### config.mk
export PLATFORM = sky130hd
export DESIGN_NAME = matrix_capture
export DESIGN_NICKNAME = d
export VERILOG_FILES = /design/src/rtl/matrix_capture.sv
export SDC_FILE = /design/constraint.sdc
export NUM_CORES = 1
export LEC_CHECK = 0
export BUFFER_PORTS_ARGS = -buffer_cell sky130_fd_sc_hd__buf_2
export CAP_MARGIN = 40
export CORE_MARGIN = 1
export CORE_UTILIZATION = 25
export DETAILED_ROUTE_END_ITERATION = 6
export SYNTH_ARGS = -nofsm -noshare
export SYNTH_HDL_FRONTEND = slang
export SYNTH_SLANG_ARGS = --single-unit
### constraint.sdc
create_clock -name clock -period 7.43 [get_ports clock]
set_clock_uncertainty 0.2 [all_clocks]
set_input_delay 0.743 -clock clock [delete_from_list [all_inputs] [get_ports clock]]
set_output_delay 0.743 -clock clock [all_outputs]
set_load 0.02 [all_outputs]
### src/rtl/matrix_capture.sv
// rtl/matrix_capture.sv - rebuilds 8x8 red/green frames from a sampled LED row scan
//
// Purpose: receive side of the LED-matrix row-scan loopback. Each cycle the
// active-low row sink is classified as blanking, a single lit row, or a
// protocol error. A lit row that has held steady for SETTLE_CYCLES samples is
// written into shadow buffers. Once all eight rows have been seen, the shadow
// contents are published with a one-cycle frame_valid pulse.
//
// Ports:
//   clock         system clock (the scan driver's divided clock)
//   reset         synchronous, active-low
//   red_driver    red column drive, bit c = column c, active-high
//   green_driver  green column drive, active-high
//   row_sink      row select, active-low one-hot
//   red_frame     published red frame, red_frame[r][c]
//   green_frame   published green frame
//   frame_valid   one-cycle pulse on each frame publish
//   frame_count   completed frames, wrapping
//   err_count     multi-row (invalid) samples, saturating
//   sync_lost     high while no row has been accepted for TIMEOUT_CYCLES
module matrix_capture #(
  parameter int SETTLE_CYCLES  = 1,
  parameter int TIMEOUT_CYCLES = 64
) (
  input  logic            clock,
  input  logic            reset,
  input  logic [7:0]      red_driver,
  input  logic [7:0]      green_driver,
  input  logic [7:0]      row_sink,
  output logic [7:0][7:0] red_frame,
  output logic [7:0][7:0] green_frame,
  output logic            frame_valid,
  output logic [7:0]      frame_count,
  output logic [7:0]      err_count,
  output logic            sync_lost
);

  localparam logic [3:0]  SETTLE  = 4'(SETTLE_CYCLES);
  localparam logic [15:0] TIMEOUT = 16'(TIMEOUT_CYCLES);

  logic [7:0]      prev_sink, prev_red, prev_green;
  logic [3:0]      run, run_next;
  logic [15:0]     idle_cnt, idle_next;
  logic [7:0]      seen, seen_next;
  logic [7:0][7:0] shadow_red, shadow_green;
  logic [7:0][7:0] shadow_red_next, shadow_green_next;
  logic [7:0]      row_low;
  logic [2:0]      row_idx;
  logic            is_idle, is_valid, is_invalid, same, accept, complete, timeout_hit;

  assign row_low    = ~row_sink;
  assign is_idle    = (row_sink == 8'hFF);
  // Exactly one low bit: clearing the lowest set bit of row_low leaves nothing.
  assign is_valid   = !is_idle && ((row_low & (row_low - 8'd1)) == 8'd0);
  assign is_invalid = !is_idle && !is_valid;
  assign same       = (row_sink == prev_sink) && (red_driver == prev_red) &&
                      (green_driver == prev_green);

  always_comb begin
    row_idx = 3'd0;
    for (int i = 0; i < 8; i++) begin
      if (row_low[i]) row_idx = 3'(i);
    end
  end

  // run is zero after any non-VALID sample, so a non-zero run also means the
  // previous sample was VALID and may be extended.
  always_comb begin
    run_next = 4'd0;
    if (is_valid) begin
      if (same && run != 4'd0) run_next = (run == 4'hF) ? 4'hF : run + 4'd1;
      else                     run_next = 4'd1;
    end
  end

  assign accept = is_valid && (run_next >= SETTLE);

  always_comb begin
    shadow_red_next   = shadow_red;
    shadow_green_next = shadow_green;
    seen_next         = seen;
    if (accept) begin
      shadow_red_next[row_idx]   = red_driver;
      shadow_green_next[row_idx] = green_driver;
      seen_next[row_idx]         = 1'b1;
    end
  end

  // Publishing uses the *_next shadows so the row accepted this cycle is included.
  assign complete = accept && (seen_next == 8'hFF);

  always_comb begin
    if (accept)                idle_next = 16'd0;
    else if (idle_cnt == TIMEOUT) idle_next = TIMEOUT;
    else                       idle_next = idle_cnt + 16'd1;
  end

  assign timeout_hit = (idle_next == TIMEOUT);

  always_ff @(posedge clock) begin
    if (!reset) begin
      prev_sink    <= 8'hFF;
      prev_red     <= 8'd0;
      prev_green   <= 8'd0;
      run          <= 4'd0;
      idle_cnt     <= 16'd0;
      seen         <= 8'd0;
      shadow_red   <= '0;
      shadow_green <= '0;
      red_frame    <= '0;
      green_frame  <= '0;
      frame_valid  <= 1'b0;
      frame_count  <= 8'd0;
      err_count    <= 8'd0;
      sync_lost    <= 1'b0;
    end else begin
      prev_sink    <= row_sink;
      prev_red     <= red_driver;
      prev_green   <= green_driver;
      run          <= run_next;
      idle_cnt     <= idle_next;
      shadow_red   <= shadow_red_next;
      shadow_green <= shadow_green_next;
      frame_valid  <= complete;

      if (complete) begin
        red_frame   <= shadow_red_next;
        green_frame <= shadow_green_next;
        frame_count <= frame_count + 8'd1;
        seen        <= 8'd0;
      end else if (timeout_hit) begin
        seen <= 8'd0;
      end else begin
        seen <= seen_next;
      end

      if (is_invalid && err_count != 8'hFF) err_count <= err_count + 8'd1;

      if (accept)           sync_lost <= 1'b0;
      else if (timeout_hit) sync_lost <= 1'b1;
    end
  end

endmodule

==> results of run 1 <==
[tightest hold or removal path: cells and delay by family, from the launching register on]
family | cells | cell delay, ns
buffers and inverters | 1 | 0.05
flip-flops | 1 | 0.31
AO/OA/AOI/OAI | 1 | 0.05
[state kept, by name, summed over array words and instances (netlist names)]
name	flops
shadow_green	64
frame_valid	1
green_frame	64
prev_red	8
red_frame	64
err_count	8
sync_lost	1
shadow_red	64
frame_count	8
prev_green	8
run	4
idle_cnt	16
seen	8
prev_sink	8
[power groups by stage]
stage	combinational, mW	sequential (mW)	clock, mW
6_report	0.124	1.77	1.94
5_1_grt	0.136	1.77	2.08
4_1_cts	0.127	1.77	2.01
3_5_place_dp	0.127	1.81	0
3_3_place_gp	0.123	1.81	0
2_1_floorplan	0.0832	1.81	0
[logic make-up after synthesis]
logic type / share of synthesized area
adders and majority gates: 0.00779
buffers and inverters: 0.0461
muxes: 0.108
and+or+nand+nor: 0.171
AOI/OAI and AO/OA: 0.0984
DFF: 0.535
xor gates and xnor gates: 0.0344
[cell usage after synthesis (2+ instances only)]
cell type / count / area (um2)
and3b_1: 2 / 17.5
buf_4: 2 / 15.0
a211oi_1: 49 / 368
nor4_1: 4 / 25.0
or4_1: 2 / 15.0
a22o_1: 2 / 17.5
and3_1: 6 / 37.5
a21o_1: 2 / 15.0
nor4b_1: 2 / 17.5
inv_1: 17 / 63.8
nand3_1: 102 / 510
o21ai_0: 9 / 45.0
buf_6: 2 / 22.5
buf_2: 42 / 210
xnor2_1: 31 / 272
nor2b_1: 3 / 18.8
clkbuf_1: 55 / 206
mux2i_1: 130 / 1300
and4_1: 2 / 17.5
a21oi_1: 16 / 80.1
nand4_1: 17 / 106
nor3_1: 9 / 45.0
nand2b_1: 6 / 37.5
buf_1: 11 / 41.3
xor2_1: 17 / 149
a31oi_1: 5 / 31.3
or3_1: 7 / 43.8
ha_1: 6 / 75.1
a211o_1: 2 / 17.5
and2_1: 17 / 106
maj3_1: 2 / 20.0
nand2_1: 52 / 195
o31ai_1: 69 / 518
dfxtp_1: 326 / 6530
nor2_1: 223 / 837
[path summary, 6_finish.rpt]
check / startpoint / endpoint / slack (ns) / cells past startpoint
worst max-delay path: row_sink[6] / red_frame[49]$_SDFFE_PN0P_ / 3.06 / 10
worst min-delay path: seen[2]$_SDFF_PP0_ / seen[2]$_SDFF_PP0_ / 0.25 / 2
worst max register to register: run[0]$_SDFF_PN0_ / red_frame[49]$_SDFFE_PN0P_ / 3.18 / 12
worst min register to register: seen[2]$_SDFF_PP0_ / seen[2]$_SDFF_PP0_ / 0.25 / 2
[cells in the final DEF, fill, tap and decap left out, types with 3 or more instances in the layout]
cell type	netlist	final
a21oi_1	16	14
clkbuf_16	0	41
or3_1	7	7
nor2b_1	3	3
nor3_1	9	7
clkinv_2	0	8
nand3_1	102	102
buf_2	42	170
clkbuf_8	0	6
nand4_1	17	17
nor2_1	223	223
clkbuf_1	55	6
nor4_1	4	3
ha_1	6	6
nand2b_1	6	6
and3_1	6	6
a21oi_4	0	3
a31oi_1	5	5
inv_1	17	17
o21ai_0	9	9
bufinv_16	0	3
mux2i_1	130	130
nand2_1	52	52
a211oi_1	49	49
dfxtp_1	326	326
xor2_1	17	17
o31ai_1	69	69
and2_1	17	17
buf_4	2	16
xnor2_1	31	31
[metal layers]
metal,vias to the layer above,global-route usage
li1,4630,-
met1,4538,0.181
met2,216,0.209
met3,44,0.0453
met4,2,0.0367
met5,-,0
[area by class of cell]
class / count / area (um2)
inverters: 18 / 75.1
diodes: 1 / 2.50
multi-input cells: 811 / 5170
clock buffers: 53 / 1130
flip-flops and latches: 326 / 6530
fillers: 4948 / 33100
well taps: 615 / 769
repair buffers: 189 / 1020
clock inverters: 17 / 183
[per-stage QoR]
step / setup WS (ns) / utilization
2_1_floorplan: 3.89 / -
3_3_place_gp: 2.49 / 0.282
3_5_place_dp: 2.51 / 0.283
4_1_cts: 3.08 / 0.310
5_1_grt: 2.75 / 0.310
6_report: 3.06 / 0.310
==> run_results.csv, run 1 <==
group,metric,value,unit
status,status,"finished, final reports clean",
clock_tree,cts_resized,0,
timing,setup_viol,0,
clock_tree,insertion_delay,0.54,ns
clock_tree,numCtsBuffers,38,
critical_path,crit_chain,"buf_2 -> nand4_2 -> or4b_2 -> a21oi_4 -> o21ai_0 -> a21oi_4 -> buf_4 -> buf_4 -> nor2_1 -> a211oi_1",
finish,fin_area,14900,um2
finish,fin_cells,2030,
floorplanning,die_h,223,um
critical_path,path_class,"input port to register",
global_route,grt_max_degree,163,
yosys,synth.net_count,1299,
placed_design,port_buffers,171,
clock_tree,cts.sink_count,326,
power_and_ir_drop,ir_drop,155,uV
critical_path,worstPathRequired,7.66,ns
detailed_routing,wl_met2,15200,um
timing,fin_crit_sh,0.589,
power_and_ir_drop,p_leak,6.01,nW
yosys,synth_ff_type,"dfxtp_1",
yosys,syn_area_per_cell,9.63,um2
power_and_ir_drop,power.switching,861,uW
placed_design,dp.cells,1959,
detailed_routing,wl_per_cell,16.9,um
detailed_routing,top_layer_used,"met5",
global_route,grt_overflow,0,
finish,final_net_count,1416,
timing,finalHoldViolCount,0,
detailed_routing,drc,0,
power_and_ir_drop,power_frac_comb,0.032,
floorplanning,die-width,223,um
critical_path,worstPathArrival,4.61,ns
yosys,syn_inst,1267,
yosys,yosys_warnings,0,
detailed_routing,routed_wl,34300,um
finish,syn_to_final_growth,21.9,%
yosys,synth_edf_count,0,
critical_path,critPathMaxStageDelay,0.70,ns
power_and_ir_drop,clockPowerShare,0.506,
placed_design,routabilityCongestion,0.799,
global_route,grt.total_usage,0.136,
power_and_ir_drop,switching_share,0.225,
detailed_routing,via_count,9430,
clock_tree,cts_max_level,2,
detailed_routing,ant_nets,0,
clock_tree,cts_tree,"done",
timing,worst_slew_pin_slew,0.900,ns
yosys,synthArstFlopShare,0,
yosys,ys_seq_area_frac,0.535,
detailed_routing,drt-initial-drc-count,606,
timing,slew_viol_final,0,
global_route,grt_pass1_vias,8762,
clock_tree,cts_root_buf,"clkbuf_16",
timing,fin_crit,4.37,ns
yosys,ys_ff_latch,326,
detailed_routing,dr.pass1.iters,5,
clock_tree,cts_buffer_depth,3,
global_route,antenna_found_initial,2,
placed_design,dp.final_hpwl,22300,um
power_and_ir_drop,p_total,3.83,mW
power_and_ir_drop,p_int,2.97,mW
finish,layout-drive-gt1-share,0.188,
power_and_ir_drop,p_per_area,258,nW/um2
global_route,grt_pass1_wl,52600,um
timing,hold_ws,0.249,ns
detailed_routing,via_per_inst,4.65,
placed_design,placed_area,13600,um2
critical_path,worstSetupEndpointType,"register",
clock_tree,cts_setup_buffers,0,
floorplanning,ios,172,
floorplanning,initial_utilization,0.255,
timing,fin_tns_setup,0,ns
clock_tree,clkSlewWorstSetupHoldPaths,0.06,ns
timing,maxSlewHeadroom,0.400,
critical_path,worstPathMaxFanout,62,
yosys,syn-cell-area,12200,um2
critical_path,cp.buffers_inverters,3,
floorplanning,core,47900,um2
timing,rsz0062_at_grt,"no",
yosys,synth_cell_types,53,
min_path,min_path_type,"register to register",
job,maxCapViolCount,0,
detailed_routing,drt-met1-wl,16000,um
clock_tree,holdBufCountCts,0,
critical_path,start_kind,"input port",
power_and_ir_drop,seqPwrFrac,0.462,
floorplanning,rows,80,
timing,max_freq,229,MHz
critical_path,slowest_stage,"or4b_2",
critical_path,crit_family,"compound AO/OA/AOI/OAI gates",
floorplanning,dieArea,49700,um2
detailed_routing,routed-wl-met3,2460,um
Power figures use the tool's default switching activity.
==> run 2, diff against run 1 <==
Settings changed: ABC_AREA set to 1.
Clock period 7.43 ns to 3.85 ns, I/O delays scaled along.
==> run 2 against run 1 <==
Effect of this change: global-route usage grew 0.65 points; power grew 95%; final cell count grew 34%; highest routed layer is now met4; synthesized cell count grew 46%; core utilization grew 0.44 points; hold slack lost 0.14 ns; sequential share of layout area shrank 3.5 points; first-iteration DRC count grew 18%; via count grew 23%.
==> run_results.csv, run 2 <==
group,metric,value,unit
floorplanning,rows,83,
critical_path,timing.rr.end,"frame_count[2]$_SDFFE_PN0P_",
critical_path,crit_chain,"dlygate4sd3_1 -> buf_2 -> inv_2 -> nand2_1 -> nand2_1 -> nor2_1 -> nand2_1 -> nor2_1 -> nand2_1 -> nor2_1 -> nand3_2 -> nand3_4 -> nand2_1 -> nand2_1 -> nand3_2 -> nor2_4 -> nand2_4 -> buf_12 -> nand2_1 -> nand2_1 -> nand2_1 -> inv_1",
global_route,grt_max_degree,170,
global_route,antenna_found_initial,2,
timing,slew_viol_final,0,
clock_tree,cts_tree,"done",
finish,syn_to_final_growth,24.3,%
clock_tree,numCtsBuffers,39,
detailed_routing,wl_per_cell,14.0,um
floorplanning,die-width,230,um
min_path,min_to,"shadow_green[51]$_SDFF_PN0_",
critical_path,r2r-start,"run[0]$_SDFF_PN0_",
clock_tree,cts.sink_count,326,
timing,maxSlewHeadroom,0.419,
critical_path,path_class,"input port to register",
critical_path,slowest_stage,"dlygate4sd3_1",
detailed_routing,via_per_inst,4.24,
yosys,ys_ff_latch,326,
global_route,grt.total_usage,0.143,
yosys,syn-cell-area,13000,um2
timing,setup_viol,0,
finish,final_net_count,2053,
floorplanning,die_h,230,um
critical_path,reg2regPathDepth,19,
timing,fin_crit_sh,0.900,
yosys,synth_edf_count,0,
floorplanning,core,51400,um2
yosys,yosys_warnings,0,
min_path,min_path_type,"input port to register",
yosys,ys_seq_area_frac,0.501,
finish,final_common_cell,"nand2_1",
global_route,grt_overflow,0,
min_path,holdPathStages,3,
placed_design,routabilityCongestion,0.873,
yosys,synth_most_common_cell,"nand2_1",
timing,hold_ws,0.114,ns
detailed_routing,routed_wl,38200,um
timing,rsz0062_at_grt,"no",
detailed_routing,ant_nets,0,
critical_path,crit_family,"simple AND/OR/NAND/NOR gates",
detailed_routing,drt-initial-drc-count,714,
finish,antennaDiodeCount,0,
critical_path,worstPathArrival,3.72,ns
timing,fin_tns_setup,0,ns
yosys,synth_top_cell_by_area,"dfxtp_1",
timing,fin_crit,3.47,ns
timing,max_freq,289,MHz
floorplanning,initial_utilization,0.253,
power_and_ir_drop,p_leak,7.55,nW
critical_path,cpMostUsedCell,"nand2_1",
clock_tree,cts_root_buf,"clkbuf_16",
finish,layout-drive-gt1-share,0.138,
global_route,grt_pass1_vias,11100,
yosys,synth_top_area_share,0.501,
job,maxCapViolCount,0,
critical_path,worstPathRequired,4.10,ns
floorplanning,dieArea,53000,um2
clock_tree,clkSlewWorstSetupHoldPaths,0.06,ns
clock_tree,cts_max_level,2,
yosys,synth_cell_types,29,
detailed_routing,dr.pass1.iters,5,
yosys,syn_area_per_cell,7.06,um2
clock_tree,insertion_delay,0.57,ns
placed_design,dp.final_hpwl,24300,um
finish,final_cell_mix,"554 x nand2_1, 326 x dfxtp_1, 273 x inv_1",
yosys,syn_inst,1844,
critical_path,start_kind,"input port",
timing,finalHoldViolCount,0,
yosys,synthTopCellsByCount,"554 x nand2_1, 326 x dfxtp_1, 273 x inv_1, 212 x nor2_1, 163 x nand3_1",
floorplanning,ios,172,
yosys,synthArstFlopShare,0,
min_path,min_from,"reset",
placed_design,port_buffers,171,
critical_path,rrSetupSlack,0.47,ns
status,status,"finished, final reports clean",
timing,worst_slew_pin_slew,0.871,ns
global_route,grt_pass1_wl,59400,um
yosys,synth_ff_type,"dfxtp_1",
critical_path,cp.buffers_inverters,5,
detailed_routing,drc,0,
power_and_ir_drop,p_per_area,461,nW/um2
power_and_ir_drop,ir_drop,272,uV
critical_path,worstPathMaxFanout,132,
clock_tree,cts_buffer_depth,3,
critical_path,worstSetupEndpointType,"register",
yosys,synth.net_count,1876,
critical_path,critPathMaxStageDelay,0.52,ns
detailed_routing,via_count,11600,
yosys,synth_area_leaders,"dfxtp_1 50%, nand2_1 16%, inv_1 7.9%",
-- run 2: worst max path at each step --
| stage | endpoint | from | slack [ns] | cells past startpoint |
|---|---|---|---|---|
| floorplan | green_frame[0]$_SDFFE_PN0P_ | row_sink[3] | 1.08 | 18 |
| global placement | seen[3]$_SDFF_PP0_ | row_sink[3] | 0.35 | 16 |
| detailed placement | seen[3]$_SDFF_PP0_ | red_driver[3] | 0.20 | 18 |
| CTS | seen[3]$_SDFF_PP0_ | red_driver[3] | 0.23 | 19 |
| global route | frame_count[2]$_SDFFE_PN0P_ | red_driver[7] | 0.03 | 22 |
| finish | frame_count[2]$_SDFFE_PN0P_ | red_driver[3] | 0.38 | 22 |
-- run 2: layout make-up --
| type | count | area [um2] |
|---|---|---|
| clock buffer | 49 | 1050 |
| clock inverter | 21 | 272 |
| fill | 5496 | 35200 |
| inverter | 277 | 1040 |
| multi-input combinational | 1153 | 5020 |
| sequential | 326 | 6530 |
| tap | 680 | 851 |
| timing repair buffer | 224 | 1410 |
-- run 2: power by group --
group,internal [mW],total (mW),switching (mW)
Sequential,3.40,3.41,0.0125
Combinational,0.0813,0.269,0.188
Clock,2.24,3.78,1.54
Total,5.71,7.46,1.74
-- run 2: routing by layer --
metal | track usage | wire [um] | vias to the layer above
met2 | 0.246 | 18000 | 261
met5 | 0 | 0 | -
met3 | 0.0321 | 2140 | 66
met4 | 0.0474 | 1030 | 0
met1 | 0.174 | 17000 | 5279
li1 | - | - | 5982
-- run 2: tightest hold or removal path: stages --
cell,delay [ns]
buf_6,0.10
inv_4,0.18
nor2_1,0.16
-- run 2: cell families after synthesis --
kind of cell | share of synthesized area
AOI/OAI and AO/OA | 0.0632
xor gates and xnor gates | 0.0101
adders and majority gates | 0.00577
buffers and inverters | 0.113
DFF | 0.501
and+or+nand+nor | 0.306
-- run 2: stage by stage --
step | cells | instance area, um2 | setup WS [ns] | util | power [mW]
floorplan | 1844 | 13000 | 1.08 | - | 3.62
global placement | 2634 | 14600 | 0.351 | 0.283 | 3.73
detailed placement | 2634 | 14600 | 0.200 | 0.283 | 3.74
CTS | 2728 | 16100 | 0.234 | 0.314 | 7.59
global route | 2730 | 16200 | 0.0339 | 0.315 | 7.76
finish | 2730 | 16200 | 0.385 | 0.315 | 7.46
-- run 2: repair_timing --
action,CTS,global route
setup buffers,0,1
endpoints found under the hold margin,24,0
hold buffers,24,0
endpoints found under the setup margin,0,111
gates resized for setup,0,2
